--- config.mk ---
export PLATFORM = sky130hd
export DESIGN_NAME = stw_scheduler
export DESIGN_NICKNAME = d
export VERILOG_FILES = /design/src/rtl/stw_pkg.sv /design/src/rtl/stw_period_timer.sv /design/src/rtl/stw_scheduler.sv
export SDC_FILE = /design/constraint.sdc
export NUM_CORES = 1
export LEC_CHECK = 0
export ABC_AREA = 1
export ABC_CLOCK_PERIOD_IN_PS = 5200
export BUFFER_PORTS_ARGS = -buffer_cell sky130_fd_sc_hd__buf_4
export CORE_MARGIN = 2
export CORE_UTILIZATION = 50
export DETAILED_ROUTE_END_ITERATION = 6
export PLACE_DENSITY = 0.77
export SLEW_MARGIN = 20
export SYNTH_ARGS = -nofsm -noshare
export SYNTH_HDL_FRONTEND = slang
export SYNTH_SLANG_ARGS = --single-unit
--- constraint.sdc ---
create_clock -name clk -period 5.2 [get_ports clk]
set_input_delay 0.26 -clock clk [delete_from_list [all_inputs] [get_ports clk]]
set_output_delay 0.26 -clock clk [all_outputs]
set_load 0.01 [all_outputs]
--- src/rtl/stw_pkg.sv ---
// Shared types and the built-in self-test vector table for the systolic test wrapper scheduler.
package stw_pkg;

  typedef enum logic [2:0] {
    IDLE  = 3'd0,
    HOST  = 3'd1,
    LOAD  = 3'd2,
    RUN   = 3'd3,
    WAIT  = 3'd4,
    CHECK = 3'd5,
    DONE  = 3'd6
  } stw_state_t;

  localparam int TABLE_LEN = 4;

  typedef struct packed {
    logic [15:0] op1;
    logic [15:0] op2;
    logic [15:0] add;
    logic [15:0] expected;
  } stw_vec_t;

  // expected = op1*op2 + add, truncated to 16 bits
  localparam stw_vec_t VEC_TABLE [0:TABLE_LEN-1] = '{
    '{op1: 16'h0004, op2: 16'h0003, add: 16'h0000, expected: 16'h000C},
    '{op1: 16'h0007, op2: 16'h0005, add: 16'h0003, expected: 16'h0026},
    '{op1: 16'hFFFF, op2: 16'h0001, add: 16'h0001, expected: 16'h0000},
    '{op1: 16'h0000, op2: 16'h0009, add: 16'h0005, expected: 16'h0005}
  };

  function automatic stw_vec_t vec_at(input int idx);
    if (idx >= 0 && idx < TABLE_LEN) return VEC_TABLE[idx];
    return '0;
  endfunction

endpackage

--- src/rtl/stw_period_timer.sv ---
// Counts idle/host cycles until the next periodic self-test is due; holds once expired.
module stw_period_timer (
  input  logic        clk,
  input  logic        rst,
  input  logic        count_en,
  input  logic        clear,
  input  logic [15:0] period,
  output logic        expired
);

  logic [15:0] count;

  // >= rather than == so lowering the period below the running count still fires
  assign expired = (period != 16'd0) && (count >= period);

  always_ff @(posedge clk) begin
    if (!rst) begin
      count <= 16'd0;
    end else if (clear) begin
      count <= 16'd0;
    end else if (count_en && !expired) begin
      count <= count + 16'd1;
    end
  end

endmodule

--- src/rtl/stw_scheduler.sv ---
// Arbitrates the array between the host and periodic/forced self-test passes, and sequences
// each pass through the vector table with timeout and sticky fault reporting.
module stw_scheduler
  import stw_pkg::*;
#(
  parameter int WORD_SIZE = 16,
  parameter int NUM_VEC   = 4,
  parameter int TMO_CYC   = 255,
  localparam int IDX_W    = (NUM_VEC > 1) ? $clog2(NUM_VEC) : 1
) (
  input  logic                 clk,
  input  logic                 rst,
  input  logic                 host_req,
  input  logic                 host_done,
  input  logic [15:0]          test_period,
  input  logic                 force_test,
  input  logic                 fault_clear,
  input  logic                 STW_complete_out,
  input  logic                 STW_fault,
  output logic                 host_grant,
  output logic                 STW_test_load_en,
  output logic                 start,
  output logic [WORD_SIZE-1:0] STW_mult_op1,
  output logic [WORD_SIZE-1:0] STW_mult_op2,
  output logic [WORD_SIZE-1:0] STW_add_op,
  output logic [WORD_SIZE-1:0] STW_expected,
  output logic                 test_busy,
  output logic                 test_done,
  output logic                 fault_flag,
  output logic                 fault_timeout,
  output logic [IDX_W-1:0]     fault_vec_idx
);

  localparam int TMO_W = $clog2(TMO_CYC + 1);
  localparam logic [IDX_W-1:0] LAST_IDX = IDX_W'(NUM_VEC - 1);
  localparam logic [TMO_W-1:0] TMO_LAST = TMO_W'(TMO_CYC - 1);

  stw_state_t           state, state_n;
  logic [IDX_W-1:0]     vec_idx, vec_idx_n;
  logic [TMO_W-1:0]     tmo_cnt, tmo_cnt_n;
  logic                 test_pending, test_pending_n;
  logic                 fault_cap, fault_cap_n;
  logic                 period_expired;
  logic                 host_grant_n, load_en_n, start_n, test_busy_n, test_done_n;
  logic                 fault_flag_n, fault_timeout_n;
  logic [IDX_W-1:0]     fault_vec_idx_n;
  logic [WORD_SIZE-1:0] op1_n, op2_n, add_n, expected_n;
  stw_vec_t             vec_sel;

  stw_period_timer u_period_timer (
    .clk      (clk),
    .rst      (rst),
    .count_en ((state == IDLE) || (state == HOST)),
    .clear    (state == DONE),
    .period   (test_period),
    .expired  (period_expired)
  );

  // Next-state logic; registered outputs are then derived from the state being entered.
  always_comb begin
    state_n         = state;
    vec_idx_n       = vec_idx;
    tmo_cnt_n       = tmo_cnt;
    test_pending_n  = test_pending;
    fault_cap_n     = fault_cap;
    fault_flag_n    = fault_clear ? 1'b0 : fault_flag;
    fault_timeout_n = fault_clear ? 1'b0 : fault_timeout;
    fault_vec_idx_n = fault_vec_idx;
    op1_n           = STW_mult_op1;
    op2_n           = STW_mult_op2;
    add_n           = STW_add_op;
    expected_n      = STW_expected;
    vec_sel         = '0;

    if (((state == IDLE) || (state == HOST)) && (period_expired || force_test))
      test_pending_n = 1'b1;

    case (state)
      IDLE: begin
        if (test_pending || force_test) begin
          state_n   = LOAD;
          vec_idx_n = '0;
        end else if (host_req) begin
          state_n = HOST;
        end
      end
      HOST: if (host_done) state_n = IDLE;
      LOAD: begin
        state_n   = RUN;
        tmo_cnt_n = '0;
      end
      RUN: begin
        state_n   = WAIT;
        tmo_cnt_n = '0;
      end
      WAIT: begin
        if (STW_complete_out) begin
          fault_cap_n = STW_fault;
          state_n     = CHECK;
        end else if (tmo_cnt == TMO_LAST) begin
          fault_flag_n    = 1'b1;
          fault_timeout_n = 1'b1;
          fault_vec_idx_n = vec_idx;
          state_n         = DONE;
        end else begin
          tmo_cnt_n = tmo_cnt + TMO_W'(1);
        end
      end
      CHECK: begin
        if (fault_cap) begin
          fault_flag_n    = 1'b1;
          fault_vec_idx_n = vec_idx;
          state_n         = DONE;
        end else if (vec_idx == LAST_IDX) begin
          state_n = DONE;
        end else begin
          vec_idx_n = vec_idx + IDX_W'(1);
          state_n   = LOAD;
        end
      end
      DONE: begin
        test_pending_n = 1'b0;
        state_n        = IDLE;
      end
      default: state_n = IDLE;
    endcase

    host_grant_n = (state_n == HOST);
    load_en_n    = (state_n == LOAD);
    start_n      = (state_n == RUN);
    test_done_n  = (state_n == DONE);
    test_busy_n  = (state_n == LOAD) || (state_n == RUN) || (state_n == WAIT) ||
                   (state_n == CHECK) || (state_n == DONE);

    if (state_n == LOAD) begin
      vec_sel    = vec_at(int'(vec_idx_n));
      op1_n      = WORD_SIZE'(vec_sel.op1);
      op2_n      = WORD_SIZE'(vec_sel.op2);
      add_n      = WORD_SIZE'(vec_sel.add);
      expected_n = WORD_SIZE'(vec_sel.expected);
    end
  end

  always_ff @(posedge clk) begin
    if (!rst) begin
      state            <= IDLE;
      vec_idx          <= '0;
      tmo_cnt          <= '0;
      test_pending     <= 1'b0;
      fault_cap        <= 1'b0;
      host_grant       <= 1'b0;
      STW_test_load_en <= 1'b0;
      start            <= 1'b0;
      STW_mult_op1     <= '0;
      STW_mult_op2     <= '0;
      STW_add_op       <= '0;
      STW_expected     <= '0;
      test_busy        <= 1'b0;
      test_done        <= 1'b0;
      fault_flag       <= 1'b0;
      fault_timeout    <= 1'b0;
      fault_vec_idx    <= '0;
    end else begin
      state            <= state_n;
      vec_idx          <= vec_idx_n;
      tmo_cnt          <= tmo_cnt_n;
      test_pending     <= test_pending_n;
      fault_cap        <= fault_cap_n;
      host_grant       <= host_grant_n;
      STW_test_load_en <= load_en_n;
      start            <= start_n;
      STW_mult_op1     <= op1_n;
      STW_mult_op2     <= op2_n;
      STW_add_op       <= add_n;
      STW_expected     <= expected_n;
      test_busy        <= test_busy_n;
      test_done        <= test_done_n;
      fault_flag       <= fault_flag_n;
      fault_timeout    <= fault_timeout_n;
      fault_vec_idx    <= fault_vec_idx_n;
    end
  end

endmodule

==> reports/metrics.cfg, run 1 <==
[layout]
seq_area_um2 = 981
area_growth_pct = 9.86
final_nets = 550
drive_gt1_frac = 0.202
diodes = 0
multiInputGateArea_um2 = 1860
final_core_utilization = 0.557
fillerInstances = 639

[floorplanning]
dieArea_um2 = 7450
start_util = 0.507
io_pins = 97
coreArea_um2 = 6680
die_h_um = 86.3
row_count = 30
fp.dieW_um = 86.3

[global_routing]
grt_max_degree = 20
globalRouteOverflowTotal = 0
first_global_vias = 2672
antenna_found_initial = 0
grt_usage = 0.180
grt_pass1_wl_um = 11100

[critical_path]
cp_data_required_time_ns = 5.39
cp.buffers_inverters = 1
reg2reg_depth = 13
cp.depth = 13
critPathTopFamily = simple AND/OR/NAND/NOR gates
slowest_stage = dfxtp_1
path_cells = ha_1 > nand2_1 > inv_1 > nand2_1 > nor2_1 > nor2_1 > nand2_1 > nand2_1 > nand2_1 > nand2_2 > nand2_2 > nand2_1 > a21oi_1
crit_top_cell = nand2_1
cp_max_fo = 18
cp-end-kind = flip-flop
startpoint = u_period_timer.count[7]$_SDFFE_PP0P_
crit_path_start_kind = flip-flop
arrival_ns = 2.29
max_stage_delay_ns = 0.48
r2r-start = u_period_timer.count[7]$_SDFFE_PP0P_
timing_worst_setup_path_type = flip-flop to flip-flop

[logic_synthesis]
synth_compound_area_frac = 0.117
yosysWarnings = 0
synth_edf_count = 0
async_flop_share = 0
synth_most_common_cell = nand2_1
synth_top_area_frac = 0.289
ys.flop_type = dfxtp_1
synthTopCellsByArea = dfxtp_1, buf_4, ha_1, nand2_1, inv_1
synth_area_leader_cell = dfxtp_1
ys_types = 42
synth_xor_area_frac = 0.0388
syn_inst = 460
ys_ff_latch = 49
muxShareOfSynthArea = 0
netlist_area_um2 = 3390
synth_top_family_by_area = simple AND/OR/NAND/NOR gates
yosys.area_share.simple = 0.258
synth_commonest_cells = nand2_1, buf_4, inv_1
syn_area_per_cell_um2 = 7.37
synth_fa_ha_area_frac = 0.0960
seq_area_frac_synth = 0.289

[detailed_routing]
initialDrtViolationCount = 80
wire_per_inst_um = 11.4
drtAntennaViolNets = 0
dr.pass1.iters = 4
wirelength_um = 6600
vias_per_cell = 4.91
num_vias = 2850
drc = 0

[place]
place.gp.congestion = 0.882
dp_hpwl_um = 5200
io_buffers = 60

[power]
sw_frac_of_total = 0.372
power.switching_mw = 0.458
pwr_density_cell_nw_per_um2 = 331
leakagePower_nw = 1.77
intPower_mw = 0.773
p_seq_frac = 0.390
pwr-share-clk = 0.210
ir_drop_v = 0.000224
power_frac_comb = 0.399

[cts]
root_buffer = clkbuf_8
clk_path_buf_depth = 2
clk_pin_slew_ns = 0.09
tritoncts = yes
cts_made_buffers = 5
ctsHtreeMaxLevel = 2
clock_sinks = 49
cts_resized = 0
ctsHoldBuffers = 0
clk_latency_ns = 0.30
cts_setup_buffers = 0

[hold_path]
hold_depth = 4
hp-start = fault_clear
hold_path.class = input pin to flip-flop

[timing]
rsz0062_at_grt = no
setup_viol_count_final = 0
setup_tns_ns = 0
finalCriticalPeriod_ns = 2.10
hold_violations = 0
period_share = 0.403
slew_viol_final = 0
fmax_ghz = 0.477
fin_skew_ns = 0.00760

[run_status]
status = completed

[flow_run]
max_cap_viol_count = 0

## sequential cells by signal, indices dropped and copies added (netlist names)
signal / count
test_pending: 1
test_done: 1
vec_idx: 2
STW_expected: 2
STW_add_op: 1
STW_mult_op2: 3
fault_cap: 1
STW_test_load_en: 1
tmo_cnt: 8
fault_flag: 1
host_grant: 1
STW_mult_op1: 3
fault_timeout: 1
u_period_timer.count: 16
state: 3
fault_vec_idx: 2
start: 1
test_busy: 1
## cells in the final DEF (no fill, tap or decap), types with 3 or more instances in the layout
cell	instances
dfxtp_1	49
nor2_2	3
nor3_1	7
and2_1	4
a21oi_2	4
buf_4	61
clkbuf_8	5
nor2_1	32
nand2_1	74
o21ai_2	4
xnor2_1	7
conb_1	36
o21ai_1	3
inv_1	54
ha_1	26
nand4_1	6
nor4_1	3
nand3_1	30
a21oi_1	36
o21ai_0	15
xor2_1	8
nand2_2	9
## metal layers
metal,routed length [µm],GRT usage
met5,0,0
met4,109,0.0668
met3,266,0.0276
met2,3400,0.329
met1,2820,0.211
## stage by stage
| step | cells | setup slack, ns | hold slack, ns | power, mW | cell area (µm²) |
|---|---|---|---|---|---|
| 5_1_grt | 580 | 2.86 | 0.228 | 1.32 | 3720 |
| 3_5_place_dp | 573 | 3.13 | 0.461 | 0.985 | 3620 |
| 2_1_floorplan | 495 | 3.51 | 0.422 | 0.891 | 3520 |
| 3_3_place_gp | 573 | 3.18 | 0.441 | 0.967 | 3620 |
| 6_report | 580 | 3.10 | 0.230 | 1.23 | 3720 |
| 4_1_cts | 580 | 3.11 | 0.223 | 1.24 | 3720 |
## cell type report
class,count,share of cell area
clock buffers,5,0.0185
multi-input cells,326,0.501
well taps,80,0.0269
repair buffers,61,0.123
inverters,57,0.0581
flip-flops and latches,49,0.263
clock inverters,2,0.00941
## power by group through the flow
stage	logic (mW)	registers, mW	clock network (mW)
6_report	0.492	0.481	0.259
5_1_grt	0.547	0.491	0.281
4_1_cts	0.496	0.481	0.268
3_5_place_dp	0.496	0.489	0
3_3_place_gp	0.481	0.486	0
2_1_floorplan	0.395	0.496	0
## logic make-up after synthesis
logic type,after synthesis
buffers and inverters,120
xor gates and xnor gates,15
and+or+nand+nor,180
AOI/OAI and AO/OA,69
DFF,49
other,1
adders and majority gates,26
## tightest hold or removal path, cell delays in order
cell and delay, ns:
buf_4 0.08, inv_1 0.04, nand2_1 0.05, a21oi_1 0.06
## path summary, 6_finish.rpt
check | to | slack, ns
max reg2reg | u_period_timer.count[14]$_SDFFE_PP0P_ | 3.10
min | fault_timeout$_SDFF_PN0_ | 0.23
max | u_period_timer.count[14]$_SDFFE_PP0P_ | 3.10
min reg2reg | tmo_cnt[6]$_SDFFE_PN0P_ | 0.47
Note: power is estimated with default switching activity, not from simulation.
==> run 2: changes to the inputs <==
--- a/config.mk
+++ b/config.mk
@@ -5,11 +5,11 @@
 export SDC_FILE = /design/constraint.sdc
 export NUM_CORES = 1
 export LEC_CHECK = 0
-export ABC_AREA = 1
-export ABC_CLOCK_PERIOD_IN_PS = 5200
+export ABC_AREA = 0
+export ABC_CLOCK_PERIOD_IN_PS = 1900
 export BUFFER_PORTS_ARGS = -buffer_cell sky130_fd_sc_hd__buf_4
 export CORE_MARGIN = 2
-export CORE_UTILIZATION = 50
+export CORE_UTILIZATION = 47
 export DETAILED_ROUTE_END_ITERATION = 6
 export PLACE_DENSITY = 0.77
 export SLEW_MARGIN = 20
==> constraint.sdc (replaced) <==
create_clock -name clk -period 1.9 [get_ports clk]
set_input_delay 0.095 -clock clk [delete_from_list [all_inputs] [get_ports clk]]
set_output_delay 0.095 -clock clk [all_outputs]
set_load 0.01 [all_outputs]
==> reports/metrics.cfg, run 2 <==
[critical_path]
timing_worst_setup_path_type = flip-flop to flip-flop  ; unchanged
cp-end-kind = flip-flop  ; unchanged
crit_path_start_kind = flip-flop  ; unchanged
cp.buffers_inverters = 1  ; unchanged
arrival_ns = 2.48  ; was 2.29 ns
critPathTopFamily = compound AO/OA/AOI/OAI gates  ; was simple AND/OR/NAND/NOR gates
cp_data_required_time_ns = 2.13  ; was 5.39 ns
cp_max_fo = 14  ; was 18
crit_top_cell = a21o_1  ; was nand2_1
path_cells = ha_4 > a21o_1 > a21o_1 > a2111oi_4 > a31oi_4 > buf_12 > or4_1 > a21oi_1  ; was ha_1 > nand2_1 > inv_1 > nand2_1 > nor2_1 > nor2_1 > nand2_1 > nand2_1 > nand2_1 > nand2_2 > nand2_2 > nand2_1 > a21oi_1
max_stage_delay_ns = 0.47  ; was 0.48 ns
slowest_stage = or4_1  ; was dfxtp_1

[cts]
clock_sinks = 49  ; unchanged
tritoncts = yes  ; unchanged
clk_pin_slew_ns = 0.10  ; was 0.09 ns
root_buffer = clkbuf_8  ; unchanged
ctsHtreeMaxLevel = 2  ; unchanged
cts_made_buffers = 5  ; unchanged
clk_path_buf_depth = 2  ; unchanged
clk_latency_ns = 0.31  ; was 0.30 ns

[layout]
layout_commonest_cell = buf_4  ; was nand2_1
final_nets = 498  ; was 550
reg_top3 = u_period_timer.count: 16 flops, tmo_cnt: 8 flops  ; unchanged
area_growth_pct = 24.7  ; was 9.86%
largest-register = u_period_timer.count  ; unchanged
diodes = 0  ; unchanged
final_cell_mix = buf_4, dfxtp_1, conb_1  ; was nand2_1, buf_4, inv_1
largest_register_ffs = 16  ; unchanged
final_cells = 529  ; was 580
drive_gt1_frac = 0.325  ; was 0.202

[logic_synthesis]
syn_area_per_cell_um2 = 8.59  ; was 7.37 µm²
synthTopCellsByArea = dfxtp_1, buf_4, ha_1, a21oi_1, nor2b_1  ; was dfxtp_1, buf_4, ha_1, nand2_1, inv_1
syn_inst = 371  ; was 460
seq_area_frac_synth = 0.308  ; was 0.289
synth_commonest_cells = buf_4, dfxtp_1, ha_1  ; was nand2_1, buf_4, inv_1
ys_types = 46  ; was 42
netlist_area_um2 = 3190  ; was 3390 µm²
synth_area_leader_cell = dfxtp_1  ; unchanged
ys_ff_latch = 49  ; unchanged
synth_most_common_cell = buf_4  ; was nand2_1
synth_edf_count = 0  ; unchanged
synth_top_area_frac = 0.308  ; was 0.289
async_flop_share = 0  ; unchanged
yosysWarnings = 0  ; unchanged
ys.flop_type = dfxtp_1  ; unchanged

[global_routing]
antenna_found_initial = 0  ; unchanged
grt_max_degree = 28  ; was 20
grt_usage = 0.175  ; was 0.180
grt_pass1_wl_um = 10800  ; was 11100 µm
first_global_vias = 2511  ; was 2672
globalRouteOverflowTotal = 0  ; unchanged

[flow_run]
max_cap_viol_count = 0  ; unchanged

[place]
place.gp.congestion = 0.862  ; was 0.882
io_buffers = 60  ; unchanged
dp.cells = 516  ; was 573
dp_hpwl_um = 5020  ; was 5200 µm

[power]
p_total_mw = 2.43  ; was 1.23 mW
intPower_mw = 1.68  ; was 0.773 mW
leakagePower_nw = 1.86  ; was 1.77 nW
ir_drop_v = 0.000490  ; was 0.000224 V
p_seq_frac = 0.463  ; was 0.390
power.switching_mw = 0.751  ; was 0.458 mW
pwr_density_cell_nw_per_um2 = 612  ; was 331 nW/µm²
power_frac_comb = 0.265  ; was 0.399
sw_frac_of_total = 0.309  ; was 0.372
pwr-share-clk = 0.272  ; was 0.210

[run_status]
status = finished with violations  ; was completed
failed_checks = setup timing

[detailed_routing]
drc = 0  ; unchanged
wire_per_inst_um = 12.8  ; was 11.4 µm
initialDrtViolationCount = 83  ; was 80
dr.pass1.iters = 4  ; unchanged
vias_per_cell = 5.15  ; was 4.91
wirelength_um = 6750  ; was 6600 µm
drtAntennaViolNets = 0  ; unchanged
num_vias = 2724  ; was 2850

[floorplanning]
coreArea_um2 = 6680  ; unchanged
io_pins = 97  ; unchanged
die_h_um = 86.3  ; about the same
dieArea_um2 = 7460  ; was 7450 µm²
row_count = 30  ; unchanged
fp.dieW_um = 86.3  ; about the same
start_util = 0.477  ; was 0.507

[hold_path]
hold_path.class = input pin to flip-flop  ; unchanged

[timing]
slew_viol_final = 0  ; unchanged
rsz0062_at_grt = yes  ; was no
slew_headroom = 0.646
fin_skew_ns = 0.0164  ; was 0.00760 ns
period_share = 1.19  ; was 0.403
setup_viol_count_final = 17  ; was 0
worst_pin_slew_ns = 0.530
hold_violations = 0  ; unchanged
fmax_ghz = 0.444  ; was 0.477 GHz
finalCriticalPeriod_ns = 2.25  ; was 2.10 ns
worst_slack_ns = -0.352  ; was 3.10 ns

## run 2: final cells by class
type	count	area, µm²
inverter	22	82.6
multi-input combinational	267	1910
timing repair buffer	103	798
sequential	49	987
clock buffer	5	68.8
tap	80	100
clock inverter	3	25.0
fill	561	2710
## run 2: worst paths after layout
kind         slack (ns)                                  start                                     to  depth (start not counted)
min                0.05                              STW_fault                 fault_cap$_SDFFE_PN0P_                          3
min reg2reg        0.49              test_pending$_SDFFE_PP0P_              test_pending$_SDFFE_PP0P_                          2
max reg2reg       -0.35  u_period_timer.count[13]$_SDFFE_PP0P_  u_period_timer.count[14]$_SDFFE_PP0P_                          8
max               -0.35  u_period_timer.count[13]$_SDFFE_PP0P_  u_period_timer.count[14]$_SDFFE_PP0P_                          8
## run 2: cells by family after synthesis
| group | synth area share |
|---|---|
| and+or+nand+nor | 0.236 |
| buffers and inverters | 0.178 |
| AOI/OAI and AO/OA | 0.142 |
| DFF | 0.308 |
| adders and majority gates | 0.102 |
| muxes | 0.0220 |
| xor gates and xnor gates | 0.0110 |
| other | 0.00118 |
## run 2: tightest hold or removal path, delay by kind of cell
kind / cells / cell delay (ns)
AO/OA/AOI/OAI: 1 / 0.07
buffers and inverters: 1 / 0.11
AND/OR/NAND/NOR: 1 / 0.05
## run 2: per-layer routing
metal / share of wire / vias up / GRT usage
met2: 0.52 / 66 / 0.315
met1: 0.43 / 1267 / 0.209
met4: 0.014 / 0 / 0.0511
li1: - / 1379 / -
met3: 0.038 / 12 / 0.0362
met5: 0 / - / 0
## run 2: what timing repair did
item,CTS,global route
setup buffers,3,2
endpoints found under the setup margin,20,28
resized for setup,7,15
pin swaps,0,1
hold buffers,0,0
## run 2: metrics by stage
stage	area [µm²]	util	TNS, ns	worst slack (ns)	hold WS (ns)
finish	3970	0.595	-4.79	-0.352	0.0550
CTS	3910	0.585	-4.73	-0.359	0.0513
global route	3970	0.595	-6.81	-0.444	0.0476
floorplan	3390	-	-2.56	-0.162	0.251
global placement	3750	0.561	-3.84	-0.274	0.374
detailed placement	3750	0.561	-4.54	-0.339	0.390
## run 2: power by group through the flow
stage                     logic [mW]  clock network (mW)  registers, mW
after floorplan                0.397                   0           1.17
after global placement         0.586                   0           1.15
after detailed placement       0.601                   0           1.15
after CTS                      0.636               0.675           1.13
after global routing           0.709               0.715           1.14
final                          0.644               0.660           1.13
==> run 3: changes to the inputs <==
--- a/config.mk
+++ b/config.mk
@@ -12,6 +12,7 @@
 export CORE_UTILIZATION = 47
 export DETAILED_ROUTE_END_ITERATION = 6
 export PLACE_DENSITY = 0.77
+export RECOVER_POWER = 100
 export SLEW_MARGIN = 20
 export SYNTH_ARGS = -nofsm -noshare
 export SYNTH_HDL_FRONTEND = slang
==> reports/metrics.cfg, run 3 (same netlist as run 2, synthesis figures left out) <==
[run_status]
status = finished with violations  ; unchanged
failed_checks = setup timing  ; unchanged

[timing]
hold_slack_ns = 0.0522  ; was 0.0550 ns
worst_slack_ns = -0.355  ; was -0.352 ns
worst_pin_slew_ns = 0.525  ; was 0.530 ns
finalCriticalPeriod_ns = 2.26  ; was 2.25 ns
hold_violations = 0  ; unchanged
rsz0062_at_grt = yes  ; unchanged
slew_viol_final = 0  ; unchanged
period_share = 1.19  ; about the same
fin_skew_ns = 0.0160  ; was 0.0164 ns
setup_viol_count_final = 28  ; was 17
setup_tns_ns = -6.73  ; was -4.79 ns
fmax_ghz = 0.443  ; was 0.444 GHz
slew_headroom = 0.649  ; was 0.646

[cts]
clk_latency_ns = 0.31  ; about the same
clk_path_buf_depth = 2  ; unchanged
tritoncts = yes  ; unchanged
clk_pin_slew_ns = 0.10  ; about the same
ctsHoldBuffers = 0  ; unchanged
clock_sinks = 49  ; unchanged
ctsHtreeMaxLevel = 2  ; unchanged
cts_made_buffers = 5  ; unchanged
root_buffer = clkbuf_8  ; unchanged

[power]
pwr_density_cell_nw_per_um2 = 626  ; was 612 nW/µm²
power_frac_comb = 0.248  ; was 0.265
sw_frac_of_total = 0.315  ; was 0.309
power.switching_mw = 0.747  ; was 0.751 mW
p_total_mw = 2.37  ; was 2.43 mW
ir_drop_v = 0.000485  ; was 0.000490 V
leakagePower_nw = 1.68  ; was 1.86 nW
pwr-share-clk = 0.278  ; was 0.272
p_seq_frac = 0.474  ; was 0.463
intPower_mw = 1.63  ; was 1.68 mW

[layout]
multiInputGateArea_um2 = 1880  ; was 1910 µm²
seq_area_um2 = 986  ; was 987 µm²
diodes = 0  ; unchanged
finalInstanceArea_um2 = 3790  ; was 3970 µm²
fillerInstances = 611  ; was 561
drive_gt1_frac = 0.223  ; was 0.325
final_cell_mix = buf_4, dfxtp_1, clkbuf_1  ; was buf_4, dfxtp_1, conb_1
largest-register = u_period_timer.count  ; unchanged
final_nets = 498  ; unchanged
final_cells = 529  ; unchanged
layout_commonest_cell = buf_4  ; unchanged
area_growth_pct = 19.0  ; was 24.7%
reg_top3 = u_period_timer.count: 16 flops, tmo_cnt: 8 flops  ; unchanged
largest_register_ffs = 16  ; unchanged
final_core_utilization = 0.568  ; was 0.595

[hold_path]
hold_depth = 3  ; unchanged
hp-start = STW_fault  ; unchanged
hold_end = fault_cap$_SDFFE_PN0P_  ; unchanged
hold_path.class = input pin to flip-flop  ; unchanged

[critical_path]
cp-end-kind = flip-flop  ; unchanged
arrival_ns = 2.49  ; was 2.48 ns
reg2reg_depth = 8  ; unchanged
r2r-end = u_period_timer.count[14]$_SDFFE_PP0P_  ; unchanged
crit_path_start_kind = flip-flop  ; unchanged
cp_max_fo = 14  ; unchanged
cp_data_required_time_ns = 2.13  ; about the same
r2r_setup_slack_ns = -0.36  ; was -0.35 ns
timing_worst_setup_path_type = flip-flop to flip-flop  ; unchanged
r2r-start = u_period_timer.count[13]$_SDFFE_PP0P_  ; unchanged

[global_routing]
grt_pass1_wl_um = 10800  ; unchanged
grt_max_degree = 28  ; unchanged
antenna_found_initial = 0  ; unchanged
grt_usage = 0.175  ; unchanged
first_global_vias = 2511  ; unchanged
globalRouteOverflowTotal = 0  ; unchanged

[detailed_routing]
top_layer = met4  ; unchanged
drc = 0  ; unchanged
dr.pass1.iters = 4  ; unchanged
wirelength_um = 6730  ; was 6750 µm
dr_wl_met2_um = 3460  ; was 3520 µm
dr_wl_met3_um = 282  ; was 255 µm
initialDrtViolationCount = 106  ; was 83
met1_length_um = 2880  ; about the same
wire_per_inst_um = 12.7  ; was 12.8 µm
vias_per_cell = 5.17  ; was 5.15
num_vias = 2735  ; was 2724
drtAntennaViolNets = 0  ; unchanged

[place]
place.gp.congestion = 0.862  ; unchanged
place_ws_ns = -0.339  ; unchanged
dp_hpwl_um = 5020  ; unchanged
dp.cells = 516  ; unchanged
io_buffers = 60  ; unchanged
dpl_cell_area_um2 = 3750  ; unchanged

[floorplanning]
coreArea_um2 = 6680  ; unchanged
io_pins = 97  ; unchanged
fp.dieW_um = 86.3  ; unchanged
start_util = 0.477  ; unchanged
row_count = 30  ; unchanged
dieArea_um2 = 7460  ; unchanged
die_h_um = 86.3  ; unchanged

[flow_run]
max_cap_viol_count = 0  ; unchanged

run 3: changes by cell type in the layout (fill, tap and decap cells not counted), sizes merged:
cell    change
clkbuf     +41
buf        -41
run 3: layout make-up:
cell class | instances | share of cell area
flip-flops and latches | 49 | 0.260
inverters | 22 | 0.0218
repair buffers | 103 | 0.170
well taps | 80 | 0.0264
clock inverters | 3 | 0.00660
clock buffers | 5 | 0.0181
multi-input cells | 267 | 0.497
run 3: metal layers:
metal | GRT usage | vias up
li1 | - | 1378
met1 | 0.209 | 1274
met2 | 0.315 | 72
met3 | 0.0362 | 11
met4 | 0.0511 | 0
met5 | 0 | -
run 3: power by group through the flow:
| stage | Clock (mW) | Combinational (mW) | Sequential, mW |
|---|---|---|---|
| 2_1_floorplan | 0 | 0.397 | 1.17 |
| 3_3_place_gp | 0 | 0.586 | 1.15 |
| 3_5_place_dp | 0 | 0.601 | 1.15 |
| 4_1_cts | 0.675 | 0.636 | 1.13 |
| 5_1_grt | 0.715 | 0.651 | 1.13 |
| 6_report | 0.661 | 0.588 | 1.12 |
run 3: timing repair:
| action | CTS | global route |
|---|---|---|
| setup endpoints to repair | 20 | 28 |
| cloned | 0 | 0 |
| setup buffers | 3 | 2 |
| resized for setup | 7 | 15 |
| pin swaps | 0 | 1 |
run 3: worst max-delay path by stage:
stage	slack (ns)	startpoint	cells past startpoint	to
6_report	-0.36	u_period_timer.count[13]$_SDFFE_PP0P_	8	u_period_timer.count[14]$_SDFFE_PP0P_
2_1_floorplan	-0.16	u_period_timer.count[13]$_SDFFE_PP0P_	8	u_period_timer.count[13]$_SDFFE_PP0P_
3_3_place_gp	-0.27	u_period_timer.count[13]$_SDFFE_PP0P_	8	u_period_timer.count[14]$_SDFFE_PP0P_
3_5_place_dp	-0.34	u_period_timer.count[0]$_SDFFE_PP0P_	9	u_period_timer.count[14]$_SDFFE_PP0P_
4_1_cts	-0.36	u_period_timer.count[13]$_SDFFE_PP0P_	8	u_period_timer.count[14]$_SDFFE_PP0P_
5_1_grt	-0.44	u_period_timer.count[15]$_SDFFE_PP0P_	8	u_period_timer.count[15]$_SDFFE_PP0P_
run 3: worst max-delay path, cell delays in order, from the launching register on:
cell and delay (ns):
dfxtp_2 0.35, ha_4 0.23, a21o_1 0.15, a21o_1 0.17
a2111oi_4 0.33, a31oi_4 0.15, buf_12 0.17, or4_1 0.47
a21oi_1 0.16
